==> src/rtl/reversible_pipelined_adder_if.sv <==
// Operand/result bundle for reversible_pipelined_adder.
// Both sides use valid/ready: a beat moves on the rising clk edge where valid && ready are both 1.
// The sender holds valid and its payload until that edge. ready never depends on valid in the same cycle.
interface reversible_pipelined_adder_if #(
  parameter int WIDTH = 16
);
  logic             in_valid;
  logic             in_ready;
  logic [1:0]       op;
  logic             cin;
  logic [WIDTH-1:0] a;
  logic [WIDTH-1:0] b;
  logic             out_valid;
  logic             out_ready;
  logic [WIDTH-1:0] sum;
  logic             cout;
  logic             ovf;
  logic             zero;

  modport master (
    output in_valid, op, cin, a, b, out_ready,
    input  in_ready, out_valid, sum, cout, ovf, zero
  );

  modport slave (
    input  in_valid, op, cin, a, b, out_ready,
    output in_ready, out_valid, sum, cout, ovf, zero
  );
endinterface

==> src/rtl/reversible_pipelined_adder.sv <==
// Pipelined WIDTH-bit add/subtract built from 4-bit reversible (Peres-gate) slices.
// An entry register holds the preprocessed operands, and one register stage follows per nibble.
module reversible_pipelined_adder #(
  parameter int WIDTH = 16
) (
  input logic                        clk,
  input logic                        rst_n,
  reversible_pipelined_adder_if.slave bus
);
  localparam int NSLICE = WIDTH / 4;

  // Ripple of four Peres full adders. Returns {carry_out, sum[3:0]}.
  function automatic logic [4:0] rev_nibble_add(input logic [3:0] x, input logic [3:0] y,
                                                input logic ci);
    logic [3:0] s;
    logic       c;
    logic       p;
    c = ci;
    for (int i = 0; i < 4; i++) begin
      p    = x[i] ^ y[i];
      s[i] = p ^ c;
      c    = (x[i] & y[i]) ^ (c & p);
    end
    return {c, s};
  endfunction

  logic             w_adv;
  logic [WIDTH-1:0] w_pa;
  logic [WIDTH-1:0] w_pb;
  logic             w_pc;

  logic             r_ev;
  logic [WIDTH-1:0] r_ea;
  logic [WIDTH-1:0] r_eb;
  logic             r_ec;

  logic             r_ovf;
  logic             r_zero;

  // Every stage shifts together whenever the output slot is free or is being taken.
  assign w_adv        = !g_stage[NSLICE-1].r_v || bus.out_ready;
  assign bus.in_ready = w_adv;

  always_comb begin
    w_pa = bus.a;
    w_pb = bus.b;
    w_pc = 1'b0;
    unique case (bus.op)
      2'b01: begin
        w_pb = ~bus.b;
        w_pc = 1'b1;
      end
      2'b10: w_pc = bus.cin;
      2'b11: begin
        w_pa = ~bus.a;
        w_pc = 1'b1;
      end
      default: ;
    endcase
  end

  always_ff @(posedge clk or negedge rst_n) begin
    if (!rst_n) begin
      r_ev <= 1'b0;
      r_ea <= '0;
      r_eb <= '0;
      r_ec <= 1'b0;
    end else if (w_adv) begin
      r_ev <= bus.in_valid;
      if (bus.in_valid) begin
        r_ea <= w_pa;
        r_eb <= w_pb;
        r_ec <= w_pc;
      end
    end
  end

  for (genvar k = 0; k < NSLICE; k++) begin : g_stage
    // Operand bits that are still unconsumed at the input of stage k.
    localparam int SW = WIDTH - 4 * k;

    logic [SW-1:0]    w_in_a;
    logic [SW-1:0]    w_in_b;
    logic             w_in_c;
    logic             w_in_v;
    logic [4:0]       w_add;
    logic [4*k+3:0]   w_nxt_s;

    logic             r_v;
    logic             r_c;
    logic [4*k+3:0]   r_s;

    if (k == 0) begin : g_src
      assign w_in_a  = r_ea;
      assign w_in_b  = r_eb;
      assign w_in_c  = r_ec;
      assign w_in_v  = r_ev;
      assign w_nxt_s = w_add[3:0];
    end else begin : g_src
      assign w_in_a  = g_stage[k-1].g_fwd.r_a;
      assign w_in_b  = g_stage[k-1].g_fwd.r_b;
      assign w_in_c  = g_stage[k-1].r_c;
      assign w_in_v  = g_stage[k-1].r_v;
      assign w_nxt_s = {w_add[3:0], g_stage[k-1].r_s};
    end

    assign w_add = rev_nibble_add(w_in_a[3:0], w_in_b[3:0], w_in_c);

    always_ff @(posedge clk or negedge rst_n) begin
      if (!rst_n) begin
        r_v <= 1'b0;
        r_c <= 1'b0;
        r_s <= '0;
      end else if (w_adv) begin
        r_v <= w_in_v;
        if (w_in_v) begin
          r_c <= w_add[4];
          r_s <= w_nxt_s;
        end
      end
    end

    if (k < NSLICE - 1) begin : g_fwd
      // Upper operand nibbles ride along, shrinking by one nibble per stage.
      logic [SW-5:0] r_a;
      logic [SW-5:0] r_b;

      always_ff @(posedge clk or negedge rst_n) begin
        if (!rst_n) begin
          r_a <= '0;
          r_b <= '0;
        end else if (w_adv && w_in_v) begin
          r_a <= w_in_a[SW-1:4];
          r_b <= w_in_b[SW-1:4];
        end
      end
    end else begin : g_last
      logic w_c_msb;

      // The carry into the MSB is recovered from the MSB sum bit and its operand bits.
      assign w_c_msb = w_add[3] ^ w_in_a[3] ^ w_in_b[3];

      always_ff @(posedge clk or negedge rst_n) begin
        if (!rst_n) begin
          r_ovf  <= 1'b0;
          r_zero <= 1'b0;
        end else if (w_adv && w_in_v) begin
          r_ovf  <= w_add[4] ^ w_c_msb;
          r_zero <= (w_nxt_s == '0);
        end
      end
    end
  end

  assign bus.out_valid = g_stage[NSLICE-1].r_v;
  assign bus.sum       = g_stage[NSLICE-1].r_s;
  assign bus.cout      = g_stage[NSLICE-1].r_c;
  assign bus.ovf       = r_ovf;
  assign bus.zero      = r_zero;
endmodule

==> src/flat_wrapper.sv <==
// flat-port wrapper written by rule: the top's interface ports become plain ports
module reversible_pipelined_adder_flat 
#(
  parameter int WIDTH = 16
)
  (clk, rst_n, bus_in_valid, bus_op, bus_cin, bus_a, bus_b, bus_out_ready, bus_in_ready, bus_out_valid, bus_sum, bus_cout, bus_ovf, bus_zero);
  reversible_pipelined_adder_if #(.WIDTH(WIDTH)) bus_i ();
  input logic clk;
  input logic rst_n;
  input wire logic [$bits(bus_i.in_valid)-1:0] bus_in_valid;
  input wire logic [$bits(bus_i.op)-1:0] bus_op;
  input wire logic [$bits(bus_i.cin)-1:0] bus_cin;
  input wire logic [$bits(bus_i.a)-1:0] bus_a;
  input wire logic [$bits(bus_i.b)-1:0] bus_b;
  input wire logic [$bits(bus_i.out_ready)-1:0] bus_out_ready;
  output wire logic [$bits(bus_i.in_ready)-1:0] bus_in_ready;
  output wire logic [$bits(bus_i.out_valid)-1:0] bus_out_valid;
  output wire logic [$bits(bus_i.sum)-1:0] bus_sum;
  output wire logic [$bits(bus_i.cout)-1:0] bus_cout;
  output wire logic [$bits(bus_i.ovf)-1:0] bus_ovf;
  output wire logic [$bits(bus_i.zero)-1:0] bus_zero;
  assign bus_i.in_valid = bus_in_valid;
  assign bus_i.op = bus_op;
  assign bus_i.cin = bus_cin;
  assign bus_i.a = bus_a;
  assign bus_i.b = bus_b;
  assign bus_i.out_ready = bus_out_ready;
  assign bus_in_ready = bus_i.in_ready;
  assign bus_out_valid = bus_i.out_valid;
  assign bus_sum = bus_i.sum;
  assign bus_cout = bus_i.cout;
  assign bus_ovf = bus_i.ovf;
  assign bus_zero = bus_i.zero;
  reversible_pipelined_adder #(.WIDTH(WIDTH)) u_core (.clk(clk), .rst_n(rst_n), .bus(bus_i));
endmodule
==> config.mk <==
export PLATFORM = sky130hd
export DESIGN_NAME = reversible_pipelined_adder_flat
export DESIGN_NICKNAME = d
export VERILOG_FILES = /design/src/rtl/reversible_pipelined_adder_if.sv /design/src/rtl/reversible_pipelined_adder.sv /design/src/flat_wrapper.sv
export SDC_FILE = /design/constraint.sdc
export NUM_CORES = 1
export LEC_CHECK = 0
export ABC_CLOCK_PERIOD_IN_PS = 7600
export BUFFER_PORTS_ARGS = -buffer_cell sky130_fd_sc_hd__buf_4
export CORE_ASPECT_RATIO = 2
export CORE_MARGIN = 2
export CORE_UTILIZATION = 50
export DETAILED_ROUTE_END_ITERATION = 8
export HOLD_SLACK_MARGIN = 0.05
export PLACE_DENSITY = 0.69
export SYNTH_ARGS = -nofsm -noshare
export SYNTH_HDL_FRONTEND = slang
export SYNTH_SLANG_ARGS = --single-unit
==> constraint.sdc <==
create_clock -name clk -period 7.6 [get_ports clk]
set_clock_uncertainty 0.15 [all_clocks]
set_input_delay 0.38 -clock clk [delete_from_list [all_inputs] [get_ports clk]]
set_output_delay 0.38 -clock clk [all_outputs]
set_load 0.02 [all_outputs]
==> results of run 1 <==
## final cells by class
cell class	instances	area [um2]
well taps	142	177.7
clock inverters	10	177.7
flip-flops and latches	132	3303
repair buffers	62	467.9
inverters	39	146.4
clock buffers	21	470.5
fillers	952	4449
multi-input cells	231	2162
## logic make-up after synthesis
group / share of synthesized area [%]
flip-flops: 56.77
multiplexers: 18.32
AO/OA/AOI/OAI: 6.215
buffers and inverters: 6.064
XOR/XNOR: 5.269
adder cells (fa/ha/maj): 5.505
AND/OR/NAND/NOR: 1.850
## flip-flops by register name, summed over array words and instances (netlist names), 3 cells and up
signal / count
u_core.g_stage.g_fwd.r_b: 24
u_core.g_stage.r_s: 24
u_core.g_stage.g_fwd.r_a: 24
u_core.g_stage.w_in_a: 16
u_core.bus.sum: 16
u_core.g_stage.w_in_b: 16
u_core.g_stage.r_v: 3
u_core.g_stage.r_c: 3
## path summary, 6_finish.rpt
check                                               startpoint                        endpoint  slack [ns]  cells after the start
worst min register to register  u_core.g_stage[0].g_fwd.r_b[0]  u_core.g_stage[0].g_fwd.r_b[0]        0.34                      1
max in group asynchronous                                rst_n        u_core.g_stage[1].r_s[0]        5.49                      3
worst min-delay path                                  bus_b[7]     u_core.g_stage[0].w_in_b[7]         0.1                      3
worst max register to register  u_core.g_stage[2].g_fwd.r_b[0]                  u_core.bus.ovf        4.69                     10
min in group asynchronous                                rst_n    u_core.g_stage[0].w_in_a[11]        0.44                      2
worst max-delay path            u_core.g_stage[2].g_fwd.r_b[0]                  u_core.bus.ovf        4.69                     10
## synthesized netlist by cell type (all sizes together)
cell,number
a21oi,68
a31oi,1
and2,1
and2b,1
buf,18
clkbuf,6
dfrtp,132
fa,16
inv,39
mux2,82
mux2i,12
nand2,6
nand2b,1
nand4,1
nor4,3
nor4bb,1
o21ai,3
xnor2,18
xor2,17
## report_power, final
| part | internal [mW] | total, mW | switching, mW |
|---|---|---|---|
| sequential | 1.03 | 1.22 | 0.194 |
| clock | 0.604 | 0.888 | 0.284 |
| combinational | 0.569 | 1.06 | 0.487 |
| total | 2.20 | 3.17 | 0.966 |
## layer usage
layer	wire, um	up-vias	global-route usage [%]
li1	-	1543	-
met5	0	-	0
met1	3885	1612	21.24
met2	5135	66	29.25
met3	323	20	4.498
met4	263	0	8.313
## worst min-delay path, delay by kind of cell
| family | cells | cell delay (ns) |
|---|---|---|
| compound gates | 1 | 0.06 |
| buf+inv | 1 | 0.08 |
| xor+xnor | 1 | 0.10 |
## what timing repair did
item | 4_1_cts | 5_1_grt
gates resized for setup | 0 | 0
hold buffers | 1 | 0
hold endpoints to repair | 63 | 0
==> flow_summary.yaml, run 1 <==
placement:
  portBuffers: 59
  dp_slack_ns: 4.693
  dp_hpwl_um: 6578
  gp_congestion: 0.7521
  place_inst: 605
  dpl_cell_area_um2: 6247
critical_path:
  crit_required_ns: 7.74
  crit_chain: "inv_1 -> fa_1 -> inv_1 -> fa_1 -> fa_1 -> inv_1 -> fa_1 -> xnor2_1 -> xnor2_1 -> mux2_4"
  crit_fanout: 3
  crit_top_cell: "fa_1"
  worst_setup_path_end_kind: "flip-flop"
  crit_family: "adder cells"
  cp_num_buf_inv: 3
  slowest_delay_ns: 0.46
  worstSetupPathType: "reg2reg"
  critPathSlowestCell: "fa_1"
  start_kind: "flip-flop"
  worstPathArrival_ns: 3.05
drt:
  ant_nets: 0
  detail_route.wl_per_cell_um: 15.08
  drcViolationCount: 0
  initialDrtViolationCount: 120
  drt-pass1-iter-count: 4
  vias: 3241
  drt-total-wl_um: 9607
  vias_per_cell: 5.088
floorplan:
  die_x_um: 80.28
  start_util_pct: 51.24
  core_um2: 11350
  die_height_um: 156.6
  pin_count: 60
  core.rowCount: 55
  dieArea_um2: 12570
timing:
  hold_viol: 0
  slew_headroom_pct: 22.38
  finalWorstSetupSlack_ns: 4.691
  slew_viol_final: 0
  tightestPinTransition_ns: 1.164
  max_freq_mhz: 343.7
  setup_viol: 0
  period_minus_slack_ns: 2.909
  post-route-period-util_pct: 38.28
  setup_tns_ns: 0
  rsz0062_at_grt: "false"
  holdWs_ns: 0.09900
logic_synthesis:
  syn_inst: 426
  yosysTopAreaCell: "dfrtp_1"
  synth_area_um2: 5818
  synth_fp_nets: 481
  synth_area_leaders: "dfrtp_1, mux2_2, a21oi_1"
  synth_area_per_cell_um2: 13.66
  synth.yosys.seq_area_share_pct: 56.77
  yosysUniqueCellTypes: 24
  synth_warnings: 0
  yosys.area.top_type_share_pct: 56.77
  yosys_register_bits: 132
layout:
  area_delta_synth_final_pct: 18.69
  final-instance-count-excl-fill: 637
  final_util_pct: 60.82
  fin_area_um2: 6905
  final_common_cell: "dfrtp_1"
  diodes: 0
  final_cell_mix: "dfrtp_1, mux2_2, a21oi_1"
  drive_gt1_share_pct: 35.56
  nets: 538
clock_network:
  clock_latency_ns: 0.41
  cts_setup_buffers: 0
  clock_sinks: 132
  cts_tree: "built"
  cts_root_buf: "clkbuf_16"
  cts_max_level: 4
  numCtsBuffers: 17
  clk_pin_slew_ns: 0.06
  clockBufferDepth: 2
run_status:
  status: "finished clean"
power:
  totalPowerFinal_mw: 3.169
  p_per_area_nw_per_um2: 458.8
  irDropWorstVdd_mv: 0.2320
  leakagePower_nw: 3.127
grt:
  grt_pass1_wl_um: 16750
  grt_use_total_pct: 17.63
  antenna_found_initial: 0
  grt_pass1_vias: 3505
  grt_max_degree: 70
  overflow: 0
min_path:
  hp-class: "in2reg"
job:
  cap_violations: 0
(Power assumes the default switching activity.)
==> run 2: changes to the inputs <==
--- a/config.mk
+++ b/config.mk
@@ -5,14 +5,14 @@
 export SDC_FILE = /design/constraint.sdc
 export NUM_CORES = 1
 export LEC_CHECK = 0
-export ABC_CLOCK_PERIOD_IN_PS = 7600
+export ABC_CLOCK_PERIOD_IN_PS = 2500
 export BUFFER_PORTS_ARGS = -buffer_cell sky130_fd_sc_hd__buf_4
 export CORE_ASPECT_RATIO = 2
 export CORE_MARGIN = 2
 export CORE_UTILIZATION = 50
 export DETAILED_ROUTE_END_ITERATION = 8
 export HOLD_SLACK_MARGIN = 0.05
-export PLACE_DENSITY = 0.69
+export PLACE_DENSITY = 0.72
 export SYNTH_ARGS = -nofsm -noshare
 export SYNTH_HDL_FRONTEND = slang
 export SYNTH_SLANG_ARGS = --single-unit
==> constraint.sdc (replaced) <==
create_clock -name clk -period 2.5 [get_ports clk]
set_clock_uncertainty 0.15 [all_clocks]
set_input_delay 0.125 -clock clk [delete_from_list [all_inputs] [get_ports clk]]
set_output_delay 0.125 -clock clk [all_outputs]
set_load 0.02 [all_outputs]
==> flow_summary.yaml, run 2 (synthesis gave the netlist of run 1 again) <==
clock_network:
  numCtsBuffers: 17
  cts_tree: "built"
  clock_latency_ns: 0.41
  cts_root_buf: "clkbuf_16"
  clock_sinks: 132
  cts_max_level: 4
  clockBufferDepth: 2
  clk_pin_slew_ns: 0.06
power:
  leakagePower_nw: 3.373
  totalPowerFinal_mw: 10.10
  irDropWorstVdd_mv: 0.6717
  p_per_area_nw_per_um2: 1338
layout:
  largestRegisters: "u_core.g_stage.g_fwd.r_a x24, u_core.g_stage.g_fwd.r_b x24, u_core.g_stage.r_s x24"
  final_cell_mix: "dfrtp_1, mux2_2, a21oi_1, buf_4, dlygate4sd3_1"
  diodes: 0
  nets: 597
  drive_gt1_share_pct: 35.32
  final_common_cell: "dfrtp_1"
  area_delta_synth_final_pct: 29.76
  final_util_pct: 66.49
grt:
  grt_pass1_vias: 3790
  grt_use_total_pct: 19.25
  antenna_found_initial: 0
  grt_pass1_wl_um: 18200
  overflow: 0
  grt_max_degree: 42
timing:
  setup_viol: 2
  period_minus_slack_ns: 2.700
  setup_tns_ns: -0.3317
  max_freq_mhz: 370.4
  slew_headroom_pct: 64.29
  post-route-period-util_pct: 108.0
  tightestPinTransition_ns: 0.5356
  slew_viol_final: 0
  rsz0062_at_grt: "true"
  holdWs_ns: 0.06644
  finalWorstSetupSlack_ns: -0.2000
  hold_viol: 0
drt:
  detail_route.wl_per_cell_um: 15.32
  vias_per_cell: 5.030
  drt-pass1-iter-count: 6
  drcViolationCount: 0
  vias: 3506
  initialDrtViolationCount: 72
  drt-total-wl_um: 10680
  ant_nets: 0
critical_path:
  reg2reg_depth: 10
  start_kind: "flip-flop"
  worstSetupPathType: "reg2reg"
  r2r_slack_ns: -0.20
  worstPathArrival_ns: 2.84
  worst_setup_path_end_kind: "flip-flop"
  r2r-start: "u_core.g_stage[2].g_fwd.r_b[0]"
  crit_fanout: 2
  r2r-end: "u_core.bus.ovf"
  crit_required_ns: 2.64
min_path:
  holdCritStartpoint: "bus_in_valid"
  min_path_cells: 3
  holdPathEnd: "u_core.g_stage[0].w_in_a[0]"
  hp-class: "in2reg"
floorplan:
  pin_count: 60
  core_um2: 11350
  core.rowCount: 55
  dieArea_um2: 12570
  die_height_um: 156.6
  die_x_um: 80.28
  start_util_pct: 51.24
placement:
  portBuffers: 59
  dp_hpwl_um: 7123
  dp_slack_ns: -0.1919
  gp_congestion: 0.7826
run_status:
  violations: "negative setup slack"
  status: "complete, but fails checks"
job:
  cap_violations: 0
run 2: cell type report:
type                            count  area, um2
Inverter                           39      146.4
Clock inverter                     13      231.5
Tap cell                          142      177.7
Fill cell                         848       3805
Clock buffer                       19      432.9
Timing Repair Buffer              121       1061
Sequential cell                   132       3303
Multi-Input combinational cell    231       2197
run 2: metal layers:
| layer | vias to the layer above | part of all wire [%] | track usage [%] |
|---|---|---|---|
| li1 | 1664 | - | - |
| met1 | 1762 | 39 | 21.73 |
| met2 | 62 | 57 | 33.77 |
| met3 | 18 | 2.5 | 5.248 |
| met4 | 0 | 2.0 | 7.829 |
| met5 | - | 0 | 0 |
run 2: how the worst max path moves through the flow:
stage                                    from               to  slack [ns]  depth (start not counted)
2_1_floorplan  u_core.g_stage[2].g_fwd.r_b[0]   u_core.bus.ovf       -0.07                         10
3_3_place_gp   u_core.g_stage[2].g_fwd.r_b[0]   u_core.bus.ovf       -0.13                         10
3_5_place_dp   u_core.g_stage[2].g_fwd.r_b[0]   u_core.bus.ovf       -0.19                         10
4_1_cts        u_core.g_stage[2].g_fwd.r_b[0]  u_core.bus.zero       -0.18                         11
5_1_grt        u_core.g_stage[2].g_fwd.r_b[0]   u_core.bus.ovf       -0.28                         10
6_report       u_core.g_stage[2].g_fwd.r_b[0]   u_core.bus.ovf       -0.20                         10
run 2: worst max-delay path, cell delays in order, from the launching register on:
cell and delay [ns]:
dfrtp_1 0.39, inv_2 0.07, fa_2 0.19, inv_2 0.04, fa_2 0.34, fa_2 0.34
inv_2 0.06, fa_1 0.45, xnor2_2 0.16, xnor2_1 0.12, mux2_4 0.26
run 2: report_power, final:
group / switching (mW) / total [mW] / internal [mW]
Sequential: 0.611 / 3.74 / 3.13
Clock: 0.891 / 2.76 / 1.87
Combinational: 1.58 / 3.60 / 2.02
run 2: timing repair:
action / CTS / global route
endpoints found under the hold margin: 140 / 0
pin swaps: 1 / 0
setup endpoints to repair: 2 / 4
hold buffers: 51 / 0
buffers inserted: 0 / 0
gates resized for setup: 2 / 7
run 2: stage by stage:
step           cell area, um2  std cells
2_1_floorplan            5823        426
3_3_place_gp             6345        614
3_5_place_dp             6345        614
4_1_cts                  7520        697
5_1_grt                  7550        697
6_report                 7550        697
